$ cat src/rtl/protocore_pkg.sv
// Shared definitions for the step controller: FSM state encoding and the
// debounce window computation.
package protocore_pkg;

  // Controller states; encoding is fixed so other blocks can decode it.
  typedef enum logic [1:0] {
    StPause  = 2'd0,
    StRun    = 2'd1,
    StStep   = 2'd2,
    StHalted = 2'd3
  } state_e;

  // Debounce window in clk cycles, evaluated entirely in 32-bit arithmetic.
  function automatic logic [31:0] debounce_cycles(input logic [31:0] clk_hz,
                                                  input logic [31:0] ms);
    return (clk_hz / 32'd1000) * ms;
  endfunction

endpackage

$ cat src/rtl/btn_debounce.sv
// Button conditioner: 2-flop synchronizer, consecutive-cycle debounce and a
// one-cycle press pulse on each settled 0->1 transition. Releases are silent.
module btn_debounce #(
  parameter logic [31:0] DebounceCycles = 32'd2
) (
  input  logic clk,
  input  logic rst_n,
  input  logic btn,
  output logic press
);

  logic        sync1_q, sync2_q;
  logic        stable_q, stable_d;
  logic [31:0] cnt_q, cnt_d;
  logic        press_q, press_d;

  // Stable value flips only after the synchronized input has disagreed with it
  // for a full window; any agreeing cycle restarts the window.
  always_comb begin
    stable_d = stable_q;
    cnt_d    = 32'd0;
    press_d  = 1'b0;
    if (sync2_q != stable_q) begin
      if ((cnt_q + 32'd1) >= DebounceCycles) begin
        stable_d = sync2_q;
        press_d  = sync2_q;
      end else begin
        cnt_d = cnt_q + 32'd1;
      end
    end
  end

  // Synchronizer, debounce state and registered press pulse.
  always_ff @(posedge clk or negedge rst_n) begin
    if (!rst_n) begin
      sync1_q  <= 1'b0;
      sync2_q  <= 1'b0;
      stable_q <= 1'b0;
      cnt_q    <= 32'd0;
      press_q  <= 1'b0;
    end else begin
      sync1_q  <= btn;
      sync2_q  <= sync1_q;
      stable_q <= stable_d;
      cnt_q    <= cnt_d;
      press_q  <= press_d;
    end
  end

  assign press = press_q;

endmodule

$ cat src/rtl/step_controller.sv
// Run/pause/single-step controller for a visualized CPU. Steps are issued on
// rising edges of the slow s_clk. Optional step counter enabled by defining
// STEP_COUNT_EN (adds the step_count port).
module step_controller
  import protocore_pkg::*;
#(
  parameter int unsigned SYS_CLK_SPEED = 100_000_000,
  parameter int unsigned DEBOUNCE_MS   = 10
) (
  input  logic        clk,
  input  logic        rst_n,
  input  logic        s_clk,
  input  logic        btn_run,
  input  logic        btn_step,
  input  logic        halt,
  output logic        step_en,
  output logic        running
`ifdef STEP_COUNT_EN
  ,
  output logic [15:0] step_count
`endif
);

  localparam logic [31:0] DebounceCycles =
    debounce_cycles(32'(SYS_CLK_SPEED), 32'(DEBOUNCE_MS));

  logic   run_press, step_press;
  logic   s_clk_q;
  logic   tick;
  logic   issue;
  state_e state_q, state_d;
  logic   step_en_q, running_q;

  btn_debounce #(
    .DebounceCycles(DebounceCycles)
  ) u_run_btn (
    .clk  (clk),
    .rst_n(rst_n),
    .btn  (btn_run),
    .press(run_press)
  );

  btn_debounce #(
    .DebounceCycles(DebounceCycles)
  ) u_step_btn (
    .clk  (clk),
    .rst_n(rst_n),
    .btn  (btn_step),
    .press(step_press)
  );

  // s_clk is produced in the clk domain, so a plain edge detect suffices.
  assign tick = s_clk & ~s_clk_q;

  // Next state and step issue; halt overrides everything, then run, step, tick.
  always_comb begin
    state_d = state_q;
    issue   = 1'b0;
    if (halt) begin
      state_d = StHalted;
    end else begin
      case (state_q)
        StPause: begin
          if (run_press)       state_d = StRun;
          else if (step_press) state_d = StStep;
        end
        StRun: begin
          if (run_press) state_d = StPause;
          else if (tick) issue = 1'b1;
        end
        StStep: begin
          if (run_press) begin
            state_d = StPause;
          end else if (tick) begin
            issue   = 1'b1;
            state_d = StPause;
          end
        end
        StHalted: state_d = StPause;
        default:  state_d = StPause;
      endcase
    end
  end

  // State, registered outputs and s_clk history.
  always_ff @(posedge clk or negedge rst_n) begin
    if (!rst_n) begin
      state_q   <= StPause;
      step_en_q <= 1'b0;
      running_q <= 1'b0;
      s_clk_q   <= 1'b0;
    end else begin
      state_q   <= state_d;
      step_en_q <= issue;
      running_q <= (state_d == StRun);
      s_clk_q   <= s_clk;
    end
  end

  assign step_en = step_en_q;
  assign running = running_q;

`ifdef STEP_COUNT_EN
  logic [15:0] count_q, count_d;

  // Count advances at the end of each step_en cycle; wraps naturally.
  always_comb begin
    count_d = count_q;
    if (step_en_q) count_d = count_q + 16'd1;
  end

  // Step counter register.
  always_ff @(posedge clk or negedge rst_n) begin
    if (!rst_n) count_q <= 16'd0;
    else        count_q <= count_d;
  end

  assign step_count = count_q;
`endif

endmodule

$ cat config.mk
export PLATFORM = sky130hd
export DESIGN_NAME = step_controller
export DESIGN_NICKNAME = d
export VERILOG_FILES = /design/src/rtl/protocore_pkg.sv /design/src/rtl/btn_debounce.sv /design/src/rtl/step_controller.sv
export SDC_FILE = /design/constraint.sdc
export NUM_CORES = 1
export LEC_CHECK = 0
export BUFFER_PORTS_ARGS = -buffer_cell sky130_fd_sc_hd__buf_4
export CAP_MARGIN = 40
export CORE_MARGIN = 5
export CORE_UTILIZATION = 29
export CTS_BUF_LIST = sky130_fd_sc_hd__clkbuf_4 sky130_fd_sc_hd__clkbuf_8
export DETAILED_ROUTE_END_ITERATION = 8
export SYNTH_ARGS = -nofsm -noshare
export SYNTH_HDL_FRONTEND = slang
export SYNTH_HIERARCHICAL = 1
export SYNTH_SLANG_ARGS = --single-unit
$ cat constraint.sdc
create_clock -name clk -period 2.9 [get_ports clk]
set_input_delay 0.145 -clock clk [delete_from_list [all_inputs] [get_ports clk]]
set_output_delay 0.145 -clock clk [all_outputs]
set_load 0.02 [all_outputs]
==> flow_summary.ini, run 1 <==
[route]
ant_nets = 0
wl_per_cell_um = 13.7
firstDrtPassIters = 5
via_per_inst = 4.97
num_vias = 3492
drt_iter0_drc = 210
wl_um = 9610
drc_errors = 0

[synthesis]
synth.yosys.seq_area_share_pct = 41.8
syn_area_per_cell_um2 = 10.5
ys.warnings.count = 6
synth_edf_count = 0
ys_top_cells_by_area = dfrtp_1 42%, nor3_2 9.1%, xnor2_1 4.2%, xor2_1 3.4%, nand3_1 3.3%
ys.flop_type = dfrtp_1
async_reset_ff_share_pct = 100
netlist.area_leader.share_pct = 41.8
netlist-cell-type-count = 56
ys_ff_latch = 77
yosys.area.top_type = dfrtp_1
synth_area_mm2 = 0.00461
synthesis.instances = 441

[power]
power.total_mw = 2.18
powerDensity_mw_per_mm2 = 406
leakage_nw = 2.19
ir_worst_vdd_v = 0.000188

[outcome]
status = completed

[die]
die_h_um = 136
row_count = 46
die_area_mm2 = 0.0185
fp.dieW_um = 136
ios = 8
start_util_pct = 29.3
core-area_mm2 = 0.0158

[setup_path]
path_max_fanout = 11
worst_path_max_delay_cell = a2111oi_2
cp-start-kind = register
path_class = reg2reg
cpPeakStageDelay_ps = 450
cp-end-kind = register
arrival_ps = 3020
cp_cell_sequence = ha_1 -> nand4_4 -> nor3_4 -> and3b_1 -> o32ai_1 -> a2111oi_2 -> o2111ai_2 -> buf_4 -> nor3_2
crit_required_ps = 3180

[placed_design]
routabilityCongestion = 0.823
port_buffers = 7
hpwl_um = 6660

[finish]
final_common_cell = dfrtp_1
area_growth_pct = 16.6
layout-drive-gt1-share_pct = 23.4
final_cell_mix = 76 x dfrtp_1, 40 x nor3_2, 30 x nand3_1, 26 x buf_4, 24 x conb_1
diodes = 0
num-fill-cells = 1600
nets = 493
final_util_pct = 34.1

[sta]
finalSetupTns_ps = 0
drv_slew = 0
fin_skew_ps = 9.62
relSlewSlack_pct = 44.1
max_freq_ghz = 0.366
tightest_slew_ps = 834
holdWs_ps = 273
finalCritPeriodShare_pct = 94.2
setup_viol = 0
rsz0062_at_grt = no
period_minus_slack_ps = 2730
finalHoldViolCount = 0

[global_route]
grt_use_total_pct = 11.0
grt_remaining_overflow = 0
grt_max_degree = 45
grt_first_pass_wirelength_um = 16300
grt_pass1_vias = 3455
antenna_found_initial = 0

[clock_tree]
clock_path_buffers = 2
h-tree-depth = 3
clock_sinks = 77
clk_pin_slew_ps = 90
tritoncts = built
cts_made_buffers = 9
cts-root-buf = clkbuf_8
insertion_delay_ps = 360

[run]
cap_violations = 0

[min_path]
hp-class = in2async
routing by layer:
layer	GRT usage (%)	up-vias	share of wire, %	routed length, um
met1	13.4	1722	46	4460
li1	-	1698	-	-
met4	4.31	0	2.3	217
met3	3.26	25	2.6	248
met5	0	-	0	0
met2	18.2	47	49	4690
synth_stat cells (3+ instances only):
library cell / n
dfrtp_1: 77
nor3_2: 42
nand3_1: 30
nand2_1: 22
xnor2_1: 22
nor2_1: 20
and3_1: 18
xor2_1: 18
inv_1: 17
nor3_1: 11
buf_2: 10
nand4_1: 10
a311oi_1: 8
a31oi_1: 8
and4_1: 8
nand4b_1: 8
nor4_1: 8
mux2i_1: 7
buf_6: 6
clkbuf_1: 6
a21oi_1: 5
ha_1: 5
and2_1: 4
and3b_1: 4
nand4_2: 4
o211a_1: 4
o32ai_1: 4
a211oi_2: 3
o31ai_1: 3
critical path, delay by kind of cell, from the launching register on:
kind | cells | cell delay [ps]
adder cells (fa/ha/maj) | 1 | 290
buffers and inverters | 1 | 280
AND/OR/NAND/NOR | 4 | 860
AO/OA/AOI/OAI | 3 | 800
flip-flops | 1 | 410
worst paths after layout:
check,from,end,slack (ps),cells after the start
worst min register to register,u_run_btn/sync1_q$_DFF_PN0_,u_run_btn/sync2_q$_DFF_PN0_,350,0
worst max register to register,u_run_btn/cnt_q[0]$_DFF_PN0_,u_run_btn/cnt_q[9]$_DFF_PN0_,170,9
max in group asynchronous,rst_n,u_run_btn/cnt_q[5]$_DFF_PN0_,2040,3
worst min-delay path,rst_n,u_step_btn/cnt_q[27]$_DFF_PN0_,270,2
min in group clk,u_run_btn/sync1_q$_DFF_PN0_,u_run_btn/sync2_q$_DFF_PN0_,350,0
worst max-delay path,u_run_btn/cnt_q[0]$_DFF_PN0_,u_run_btn/cnt_q[9]$_DFF_PN0_,170,9
per-stage QoR:
stage	instances	setup WS (ps)	instance area (um2)
floorplan	463	528	4700
global placement	677	152	5000
detailed placement	678	53.0	5020
CTS	699	29.6	5300
global route	703	7.12	5380
finish	703	168	5380
flip-flops by register name (all words and copies together), names as in the netlist:
| name | count |
|---|---|
| u_run_btn/sync2_q | 1 |
| u_step_btn/sync2_q | 1 |
| u_run_btn/stable_q | 1 |
| u_run_btn/cnt_q | 32 |
| s_clk_q | 1 |
| u_step_btn/press | 1 |
| u_step_btn/stable_q | 1 |
| u_run_btn/press | 1 |
| u_step_btn/sync1_q | 1 |
| running | 1 |
| step_en | 1 |
| u_run_btn/sync1_q | 1 |
| u_step_btn/cnt_q | 32 |
| state_q | 2 |
what timing repair did:
| item | 4_1_cts | 5_1_grt |
|---|---|---|
| endpoints found under the hold margin | 37 | 0 |
| buffers inserted | 0 | 4 |
| hold buffers | 5 | 0 |
| resized for setup | 0 | 10 |
| endpoints found under the setup margin | 0 | 39 |
power breakdown:
part	total (mW)	switching, mW	internal [mW]
registers	1.13	0.0289	1.10
clock network	0.909	0.421	0.489
logic	0.142	0.0902	0.0523
layout make-up:
| type | count | area (um2) | share of cell area (%) |
|---|---|---|---|
| flip-flops and latches | 77 | 1930 | 35.9 |
| clock inverters | 7 | 97.6 | 1.81 |
| repair buffers | 32 | 273 | 5.07 |
| multi-input cells | 345 | 2620 | 48.7 |
| well taps | 216 | 270 | 5.03 |
| inverters | 17 | 63.8 | 1.19 |
| clock buffers | 9 | 124 | 2.30 |
cells by family (layout without fill, tap and decap cells):
kind of cell    count (synthesis)  in the layout  synth area share, %
flops                          77             77                 41.8
mux                             9              9                 2.01
other cells                     2             24                0.163
buf+inv                        41             65                 4.64
simple gates                  211            211                 32.1
compound gates                 56             56                 10.4
xor+xnor                       40             40                 7.59
fa+ha+maj                       5              5                 1.36
Note: power is estimated with default switching activity, not from simulation.
==> run 2, diff against run 1 <==
==> constraint.sdc (replaced) <==
create_clock -name clk -period 2.8 [get_ports clk]
set_input_delay 0.14 -clock clk [delete_from_list [all_inputs] [get_ports clk]]
set_output_delay 0.14 -clock clk [all_outputs]
set_load 0.02 [all_outputs]
==> run 2 against run 1 <==
  * Via count decreased by 0.95%
  * Sequential cell count unchanged
  * Critical endpoint is now u_run_btn/cnt_q[10]$_DFF_PN0_
  * Final cell count increased by 0.28%
  * Critical path type unchanged
  * Count of clock-buffer cells in the layout unchanged
  * Non-clock buffer count increased by 2
  * Register-to-register slack improved by 20 ps
  * Worst setup slack improved by 19 ps
==> flow_summary.ini, run 2 (synthesis results as in run 1) <==
[route]
via_per_inst = 4.91
drc_errors = 0
dr.max_layer_used = met4
firstDrtPassIters = 4
drt-met1-wl_um = 4350
wl_per_cell_um = 13.5
wl_um = 9550
met2WireLength_um = 4770
ant_nets = 0
met3_length_um = 246
num_vias = 3459
drt_iter0_drc = 188

[setup_path]
path_class = reg2reg
cp_cell_sequence = ha_2 -> nand4_2 -> nor3_2 -> buf_4 -> and4_1 -> nor3_1 -> a211oi_2 -> o2111ai_2 -> buf_4 -> nor3_2
crit_required_ps = 3090
r2r_slack_ps = 190
cpPeakStageDelay_ps = 420
r2r-start = u_run_btn/cnt_q[0]$_DFF_PN0_
reg2regPathDepth = 10
worst_path_max_delay_cell = dfrtp_1
arrival_ps = 2900
r2r_end = u_run_btn/cnt_q[10]$_DFF_PN0_
cp-end-kind = register
path_max_fanout = 11
cp-start-kind = register

[power]
power.total_mw = 2.14
leakage_nw = 2.17
ir_worst_vdd_v = 0.000183
powerDensity_mw_per_mm2 = 398

[die]
die_h_um = 136
row_count = 46
core-area_mm2 = 0.0158
start_util_pct = 29.3
fp.dieW_um = 136
die_area_mm2 = 0.0185
ios = 8

[placed_design]
hpwl_um = 6790
routabilityCongestion = 0.843
dp.cells = 681
dp_slack_ps = -21.0
dpl_cell_area_mm2 = 0.00505
port_buffers = 7

[sta]
finalCritPeriodShare_pct = 93.3
finalSetupTns_ps = 0
fin_skew_ps = 15.3
setup_viol = 0
worst_slack_ps = 187
drv_slew = 0
tightest_slew_ps = 569
finalHoldViolCount = 0
period_minus_slack_ps = 2610
relSlewSlack_pct = 61.9
holdWs_ps = 246
max_freq_ghz = 0.383

[finish]
final_area_mm2 = 0.00538
final_cell_mix = 75 x dfrtp_1, 41 x nor3_2, 30 x nand3_1, 28 x buf_4, 24 x conb_1
nets = 495
diodes = 0
area_growth_pct = 16.5
layout-drive-gt1-share_pct = 24.5
layout.cells.non_filler = 705
final_common_cell = dfrtp_1
final_util_pct = 34.1
reg.largest.list = u_run_btn/cnt_q: 32 flops, u_step_btn/cnt_q: 32 flops, state_q: 2 flops

[clock_tree]
clock_path_buffers = 2
tritoncts = built
cts_made_buffers = 9
cts-root-buf = clkbuf_8
h-tree-depth = 3
clock_sinks = 77
insertion_delay_ps = 370
clk_pin_slew_ps = 90

[min_path]
hp-class = in2async

[global_route]
antenna_found_initial = 0
grt_max_degree = 50
grt_remaining_overflow = 0
grt_first_pass_wirelength_um = 16400
grt_pass1_vias = 3503
grt_use_total_pct = 10.9

[run]
cap_violations = 0

[outcome]
status = completed
## run 2: cell types whose count changed in the layout (fill, tap and decap cells not counted), sizes merged
cell	change
inv	+3
buf	+2
bufinv	-2
clkinvlp	-1
## run 2: worst max-delay path by stage
stage | from | endpoint | slack, ps | depth (start not counted)
2_1_floorplan | u_run_btn/cnt_q[0]$_DFF_PN0_ | u_run_btn/stable_q$_DFFE_PN0P_ | 430 | 8
3_3_place_gp | u_run_btn/cnt_q[0]$_DFF_PN0_ | u_run_btn/cnt_q[2]$_DFF_PN0_ | 40 | 9
3_5_place_dp | u_run_btn/cnt_q[0]$_DFF_PN0_ | u_run_btn/cnt_q[10]$_DFF_PN0_ | -20 | 9
4_1_cts | u_run_btn/cnt_q[0]$_DFF_PN0_ | u_run_btn/cnt_q[10]$_DFF_PN0_ | 30 | 9
5_1_grt | u_run_btn/cnt_q[0]$_DFF_PN0_ | u_run_btn/cnt_q[10]$_DFF_PN0_ | -2 | 9
6_report | u_run_btn/cnt_q[0]$_DFF_PN0_ | u_run_btn/cnt_q[10]$_DFF_PN0_ | 190 | 10
## run 2: metal layers
layer  global-route usage (%)  up-vias
met5                        0        -
met4                     5.21        0
met3                     2.48       18
met2                     17.9       48
met1                     13.6     1689
li1                         -     1704
## run 2: final cells by class
class | instances | area [um2]
tap | 216 | 270
multi-input combinational | 345 | 2640
clock buffer | 9 | 124
fill | 1631 | 10400
sequential | 77 | 1930
clock inverter | 7 | 65.1
timing repair buffer | 34 | 288
inverter | 17 | 63.8
## run 2: where the power goes
part           switching [mW]  total, mW  internal (mW)
registers              0.0292       1.17           1.14
clock network           0.480      0.825          0.345
logic                  0.0931      0.147         0.0543
total                   0.602       2.14           1.54
## run 2: worst max-delay path, delay by kind of cell (launching register included)
kind	cells	cell delay [ps]
AO/OA/AOI/OAI	2	440
adder cells (fa/ha/maj)	1	240
buffers and inverters	2	450
flip-flops	1	420
AND/OR/NAND/NOR	5	990
## run 2: repair_timing
action                                  in CTS  in global routing
hold endpoints to repair                    34                  0
pin swaps                                    1                  4
gates resized for setup                      1                 12
buffers inserted                             0                  3
endpoints found under the setup margin       4                 39
hold buffers                                 5                  0
